`src/rtl/complete_arb.sv`:
```
// Completion arbiter: grants up to CDB_WIDTH FU results per cycle onto a registered CDB (COMPLETE_RR_EN = rotating priority, else fixed).
// Latency: grant/fu_hazard same cycle, packet on cdb_* next cycle; losers see fu_hazard=1 and must hold req/packet.
package complete_arb_pkg;

  typedef struct packed {
    logic        valid;
    logic [5:0]  dest_prn;
    logic [31:0] dest_value;
    logic [4:0]  rob_idx;
    logic        take_branch;
    logic [31:0] target_pc;
  } fu_complete_packet_t;

endpackage

module complete_arb
  import complete_arb_pkg::*;
#(
  parameter int NUM_FU    = 8,
  parameter int CDB_WIDTH = 2,
  localparam int PW       = (NUM_FU > 1) ? $clog2(NUM_FU) : 1
) (
  input  logic                  clk,
  input  logic                  rst,
  input  logic                  squash,
  input  logic [NUM_FU-1:0]     fu_complete_req,
  input  fu_complete_packet_t   fu_out_pkt [NUM_FU],
  output logic [NUM_FU-1:0]     fu_hazard,
  output fu_complete_packet_t   cdb_pkt [CDB_WIDTH],
  output logic [CDB_WIDTH-1:0]  cdb_valid,
  output logic [PW-1:0]         rr_ptr
);

  localparam logic [PW:0] NUM_FU_W = (PW+1)'(NUM_FU);

  logic [NUM_FU-1:0]   grant;
  fu_complete_packet_t slot_pkt [CDB_WIDTH];
  logic [CDB_WIDTH-1:0] slot_vld;
  logic [PW-1:0]       rr_ptr_q;
`ifdef COMPLETE_RR_EN
  logic [PW-1:0]       last_idx;
`endif

  // Walk the FUs in priority order from rr_ptr; the j-th winner lands in slot j.
  always_comb begin : grant_sel
    logic [PW:0]   sum;
    logic [PW-1:0] idx;
    int            cnt;
    grant    = '0;
    slot_vld = '0;
    for (int j = 0; j < CDB_WIDTH; j++) slot_pkt[j] = '0;
`ifdef COMPLETE_RR_EN
    last_idx = '0;
`endif
    sum = '0;
    idx = '0;
    cnt = 0;
    if (rst && !squash) begin
      for (int k = 0; k < NUM_FU; k++) begin
        sum = {1'b0, rr_ptr_q} + (PW+1)'(k);
        if (sum >= NUM_FU_W) sum = sum - NUM_FU_W;
        idx = sum[PW-1:0];
        if (fu_complete_req[idx] && cnt < CDB_WIDTH) begin
          grant[idx] = 1'b1;
          for (int j = 0; j < CDB_WIDTH; j++) begin
            if (cnt == j) begin
              slot_pkt[j]       = fu_out_pkt[idx];
              slot_pkt[j].valid = 1'b1;
              slot_vld[j]       = 1'b1;
            end
          end
`ifdef COMPLETE_RR_EN
          last_idx = idx;
`endif
          cnt = cnt + 1;
        end
      end
    end
  end

  // Reset and squash both suppress grants, so every requester is told to hold.
  assign fu_hazard = fu_complete_req & ~grant;

  // Squash needs no special case here: with no grants all slots load as empty.
  always_ff @(posedge clk) begin
    if (!rst) begin
      cdb_valid <= '0;
      for (int j = 0; j < CDB_WIDTH; j++) cdb_pkt[j] <= '0;
    end else begin
      cdb_valid <= slot_vld;
      for (int j = 0; j < CDB_WIDTH; j++) cdb_pkt[j] <= slot_pkt[j];
    end
  end

`ifdef COMPLETE_RR_EN
  always_ff @(posedge clk) begin
    if (!rst) begin
      rr_ptr_q <= '0;
    end else if (|grant) begin
      rr_ptr_q <= (last_idx == PW'(NUM_FU - 1)) ? '0 : last_idx + PW'(1);
    end
  end
`else
  assign rr_ptr_q = '0;
`endif

  assign rr_ptr = rr_ptr_q;

endmodule

```
`config.mk`:
```
export PLATFORM = sky130hd
export DESIGN_NAME = complete_arb
export DESIGN_NICKNAME = d
export VERILOG_FILES = /design/src/rtl/complete_arb.sv
export SDC_FILE = /design/constraint.sdc
export NUM_CORES = 1
export LEC_CHECK = 0
export ABC_AREA = 0
export BUFFER_PORTS_ARGS = -buffer_cell sky130_fd_sc_hd__buf_2
export CORE_AREA = 2 2 312 314
export DETAILED_ROUTE_END_ITERATION = 10
export DIE_AREA = 0 0 314 316
export PLACE_DENSITY_LB_ADDON = 0.25
export SLEW_MARGIN = 10
export SYNTH_ARGS = -nofsm -noshare
export SYNTH_HDL_FRONTEND = slang
export SYNTH_SLANG_ARGS = --single-unit
```
`constraint.sdc`:
```
create_clock -name clk -period 11.3 [get_ports clk]
set_input_delay 0.565 -clock clk [delete_from_list [all_inputs] [get_ports clk]]
set_output_delay 0.565 -clock clk [all_outputs]
set_load 0.05 [all_outputs]
```
==> Yosys cells after proc, flatten, opt, wreduce, memory -nomap -nowiden <==
Cells that the tools add are included.
{ "word_totals": {"output_inout_bits": 167, "reg_bits": 156, "word_cells": 240, "input_bits": 627} }
{ "classes": {"n_bitwise": 17, "n_lt_le_gt_ge": 31, "n_reduce_logical": 25, "muxes": 141, "eq_ne": 7, "addsub": 6} }
{ "ops": {"columns": ["cell", "count"], "rows": [
  ["77-bit binary-select mux with 3-bit select", 8],
  ["154-bit 2-to-1 mux", 9],
  ["76-bit 2-to-1 mux", 16],
  ["77-bit 2-to-1 mux", 15],
  ["32-bit 2-to-1 mux", 13],
  ["32-bit by 2-bit equality test with 1-bit output (second input constant)", 7],
  ["32-bit logical NOT", 7],
  ["32-bit by 3-bit < comparator with 1-bit output (second input constant)", 7],
  ["32-bit by 2-bit adder with 32-bit output (second input constant)", 6],
  ["8-bit 2-to-1 mux", 16],
  ["8-bit bitwise OR", 7],
  ["4-bit >= comparator (second input constant)", 8],
  ["3-bit by 4-bit < comparator with 1-bit output (second input constant)", 8],
  ["1-bit 2-to-1 mux", 32],
  ["3-bit inverter with 4-bit output", 8],
  ["1-bit binary-select mux with 3-bit select", 8],
  ["1-bit demux with 3-bit select", 8],
  ["3-bit by 1-bit >= comparator with 1-bit output (second input constant)", 8],
  ["3-bit 2-to-1 mux", 8],
  ["1-bit logical AND", 16],
  ["2-bit 2-to-1 mux", 8],
  ["8-bit AND", 1],
  ["8-bit inverter", 1],
  ["2-bit AND reduction", 1],
  ["1-bit logical NOT", 1]
]} }

==> Depth between registers and ports, before layout <==
{ "depth": {"word_depth": 37, "ltp_mapped": 27, "ltp_nobuf": 22} }

==> Least setup slack after synthesis <==
No wires, ideal clock.
{ "synth_timing": {"kind": "input to output", "start": "in fu_complete_req[0]", "end": "out fu_hazard[7]", "setup_slack_ps": 5043, "path_stages": 23, "required_time_ps": 10735, "n_path_buf": 4, "t_arrival_ps": 5692, "cell_sequence": "clkbuf_1 clkbuf_1 clkbuf_1 inv_1 ha_1 or3b_1 o21a_1 buf_2 ha_1 inv_1 a21o_1 inv_1 ha_1 nand3b_1 nand2_1 inv_1 ha_1 inv_1 a41oi_1 ha_1 inv_1 o21ai_0 a21boi_0"} }
{ "synth_via": {"elab_chain_cells": 34, "elab_cells_between_ends": 75, "cone_classes": "add/sub: 6; order compare: 7; mux: 46; bitwise: 9; reduce/logical: 7"} }
{ "synth_rtl": {"columns": ["item", "line", "text"], "rows": [
  ["start: declaration", "26", "input logic [NUM_FU-1:0] fu_complete_req,"],
  ["1-bit binary-select mux with 3-bit select", "63", "if (fu_complete_req[idx] && cnt < CDB_WIDTH) begin"],
  ["1-bit 2-to-1 mux (not written as such)", "63", null],
  ["1-bit 2-to-1 mux", "63", null],
  ["32-bit 2-to-1 mux", "58", "if (rst && !squash) begin"],
  ["32-bit by 3-bit < comparator with 1-bit output", "63", null],
  ["1-bit logical AND", "63", null],
  ["32-bit 2-to-1 mux", "63", null],
  ["32-bit 2-to-1 mux", "58", null],
  ["(+18 left out)", null, null],
  ["32-bit 2-to-1 mux", "63", null],
  ["32-bit 2-to-1 mux", "58", null],
  ["32-bit by 3-bit < comparator with 1-bit output", "63", null],
  ["1-bit logical AND", "63", null],
  ["8-bit 2-to-1 mux *", "63", null],
  ["8-bit 2-to-1 mux *", "58", null],
  ["8-bit inverter *", "82", "assign fu_hazard = fu_complete_req & ~grant;"],
  ["8-bit AND *", "82", null],
  ["end: declaration", "28", "output logic [NUM_FU-1:0] fu_hazard,"]
]} }
Mark *: on every way between the ends. The rest lies on a longest branch, timed or not. The select of a mux whose other input is x is not followed.

==> Worst setup path in the final report <==
{ "layout_timing": {"start": "in fu_complete_req[0]", "end": "reg cdb_pkt[135] (netlist name)"} }
{ "layout_via": {"elab_chain_cells": 31, "elab_cells_between_ends": 74, "cone_classes": "add/sub: 6; order compare: 7; mux: 47; reduce/logical: 14"} }
{ "layout_rtl": {"columns": ["item", "line"], "rows": [
  ["1-bit binary-select mux with 3-bit select", "63"],
  ["1-bit 2-to-1 mux (not written as such)", "63"],
  ["1-bit 2-to-1 mux", "63"],
  ["32-bit 2-to-1 mux", "58"],
  ["32-bit by 3-bit < comparator with 1-bit output", "63"],
  ["1-bit logical AND", "63"],
  ["32-bit 2-to-1 mux", "63"],
  ["32-bit 2-to-1 mux", "58"],
  ["(+15 left out)", null],
  ["32-bit 2-to-1 mux", "58"],
  ["32-bit by 3-bit < comparator with 1-bit output", "63"],
  ["1-bit logical AND", "63"],
  ["32-bit 2-to-1 mux", "63"],
  ["32-bit 2-to-1 mux", "58"],
  ["32-bit by 3-bit < comparator with 1-bit output / 32-bit logical NOT (equally long branches)", "63, 66"],
  ["1-bit logical AND / 77-bit 2-to-1 mux (equally long branches)", "63, 66"],
  ["154-bit 2-to-1 mux *", "63"]
]} }
Marked as above.
A chain may end at the register's enable or synchronous reset.

==> metrics.yaml <==
synthesis:
  yosysTopAreaCellShare_pct: 22.4
  synth_fa_ha_area_share_pct: 1.36
  synth_top_family_by_area: "compound AO/OA/AOI/OAI gates"
  syn_avg_cell_area_um2: 6.69
  synthTopCellsByArea: "dfxtp_1 (22%), nor2_1 (8.6%), a211oi_1 (8.4%)"
  synth_mux_area_share_pct: 0.382
  ys.flop_type: "dfxtp_1"
  yosysTopAreaCell: "dfxtp_1"
  synth_compound_area_share_pct: 42.8
  async_flop_share_pct: 0
  synth-xor-area-share_pct: 0.246
  synth-edff-count: 0
  syn_inst: 2055
  yosysWarnings: 0
  synth_cell_types: 53
  ys_seq_area_share_pct: 22.4
  synth_area_mm2: 0.0138
  ys_seq_elements: 154
  synth-simple-area-share_pct: 24.8
floorplan:
  die_x_um: 314
  io_pins: 794
  core-area_mm2: 0.0960
  fp-row-count: 114
  initial_core_util_pct: 14.3
  fp.dieH_um: 316
  die-area_mm2: 0.0992
placement:
  port_buffers: 782
  pre_cts_ws_ps: 4200
  dpl-instance-area_mm2: 0.0187
  dp_hpwl_um: 76400
  gp_congestion: 0.916
  dp_cells: 3904
clock_tree:
  cts_buffers: 17
  clockRootBuffer: "clkbuf_16"
  htree_levels: 4
  clock-sinks: 154
  cts_buffer_depth: 2
  cts_resized: 0
  cts_hold_buffers: 0
  post-cts-setup-buffer-count: 0
  clk_pin_slew_ps: 80
  cts_tree: "yes"
global_route:
  grt_pass1_vias: 19900
  grt.total_usage_pct: 20.5
  gr-total-overflow: 0
  antenna_found_initial: 31
  grt_pass1_wl_um: 147000
  grt_max_degree: 82
drt:
  num_vias: 20100
  ant_nets: 0
  viasPerCell: 5.07
  drt-total-wl_um: 107000
  post_drt_wl_per_cell_um: 26.9
  post-route-drc-count: 0
  drtPass1Iterations: 6
  dr.first_iter.drc_count: 2089
power_and_ir_drop:
  power_leakage_nw: 8.57
  powerDensity_mw_per_mm2: 124
  p_sw_share_pct: 44.7
  power_mw: 2.41
  power.switching_mw: 1.08
  vdd_drop_max_mv: 0.134
  combPwrFrac_pct: 46.3
  p_int_mw: 1.33
  clockPowerShare_pct: 28.5
  seq_power_share_pct: 25.1
status:
  outcome: "finished, final reports clean"
critical_path:
  path_class: "input port to register"
  start_kind: "input port"
  critical_path_required_ps: 11620
  endpoint_kind: "register"
  path_max_fanout: 75
  cp.arrival_ps: 6900
finish:
  layout_commonest_cell: "buf_2"
  largestRegisters: "cdb_pkt (154)"
  drive_gt1_share_pct: 33.3
  post-route-cell-area_mm2: 0.0194
  mostFrequentLayoutCells: "buf_2 (781), nor2_1 (313), nand2_1 (158), a211oi_1 (154), dfxtp_1 (154)"
  top_register: "cdb_pkt"
  area_delta_synth_final_pct: 41.1
  largest_register_ff_count: 154
  final_nets: 3289
  final_cell_count_no_fill: 3958
sta:
  setup_viol: 0
  fmax_mhz: 152
  slew_headroom_pct: 32.1
  final-max-slew-violation-count: 0
  worst_pin_slew_ps: 997
  post-route-worst-setup-slack_ps: 4710
  fin_setup_tns_ps: 0
  fin_crit_ps: 6590
  rsz0062_at_grt: "no"
  min_period_over_period_pct: 58.3
  hold_viol: 0
flow_run:
  drv_cap: 0
hold_path:
  hp-class: "input port to register"
-- per-layer routing --
layer / GRT usage (%) / vias to the layer above / routed length (um)
met1: 25.0 / 9650 / 43400
met5: 0 / - / 63
met4: 9.52 / 10 / 3970
li1: - / 8980 / -
met2: 33.7 / 1205 / 49800
met3: 5.52 / 235 / 9210
-- cells by family after synthesis --
| group | after synthesis |
|---|---|
| AO/OA/AOI/OAI | 857 |
| XOR/XNOR | 3 |
| adder cells (fa/ha/maj) | 15 |
| buffers and inverters | 272 |
| flip-flops | 154 |
| multiplexers | 4 |
| other | 1 |
| AND/OR/NAND/NOR | 749 |
-- critical path: stages --
cell     delay (ps)
buf_4           230
inv_1           120
ha_1            250
or3b_1          470
o21a_1          370
ha_1            390
inv_1            60
o21ai_1         680
nand3_1         180
xnor2_1         280
ha_1            310
inv_1            60
a41oi_1         170
ha_1            330
inv_1            50
nor4b_1         800
mux2i_4         470
buf_4           440
o21ai_0         340
a21oi_1         110
-- metrics by stage --
stage                     util (%)  hold slack (ps)
final                         20.2              317
after CTS                     20.2              267
after floorplan                  -              716
after detailed placement      19.5              834
after global routing          20.2              296
after global placement        19.5              835
-- cells in the mapped netlist, types with 2 or more instances --
master      n
a21oi_1   151
nor3_1     82
a21boi_0    4
a22oi_1    76
or2_2       2
dfxtp_1   154
o32a_1     76
o21ai_0   150
a21oi_2     3
nor2_1    316
buf_1      16
buf_6       2
inv_1      13
o21ai_1     4
and3_1    152
nand4_1     3
clkbuf_1  201
o22a_1      2
nand3_1     6
nor4b_1     2
o211ai_1   76
buf_2      32
mux2i_1     3
a221oi_1   76
a31oi_1    76
buf_4       6
nor2b_1     7
xnor2_1     2
o21a_1      3
a211oi_1  154
nand3b_1    2
ha_1       15
and2_1      5
nand2b_1    4
nand2_1   160
inv_2       2
-- final cells by class --
cell class / instances / area [um2]
Fill cell: 11200 / 76600
Antenna cell: 22 / 55.1
Sequential cell: 154 / 3080
Multi-Input combinational cell: 1631 / 9730
Inverter: 15 / 56.3
Timing Repair Buffer: 828 / 4270
Tap cell: 1276 / 1600
Clock buffer: 20 / 437
Clock inverter: 12 / 186
-- power groups by stage --
stage	Clock (mW)	Sequential [mW]	Combinational [mW]
after floorplan	0	0.785	0.509
after global placement	0	0.619	1.11
final	0.688	0.607	1.12
after detailed placement	0	0.619	1.11
after global routing	0.726	0.610	1.20
after CTS	0.714	0.606	1.12
-- final timing paths --
path / from / depth (start not counted) / end / slack [ps]
worst max-delay path: fu_complete_req[0] / 20 / cdb_pkt[135] / 4710
worst min-delay path: fu_out_pkt[4] / 3 / cdb_pkt[4] / 320
Note: power is estimated with default switching activity, not from simulation.
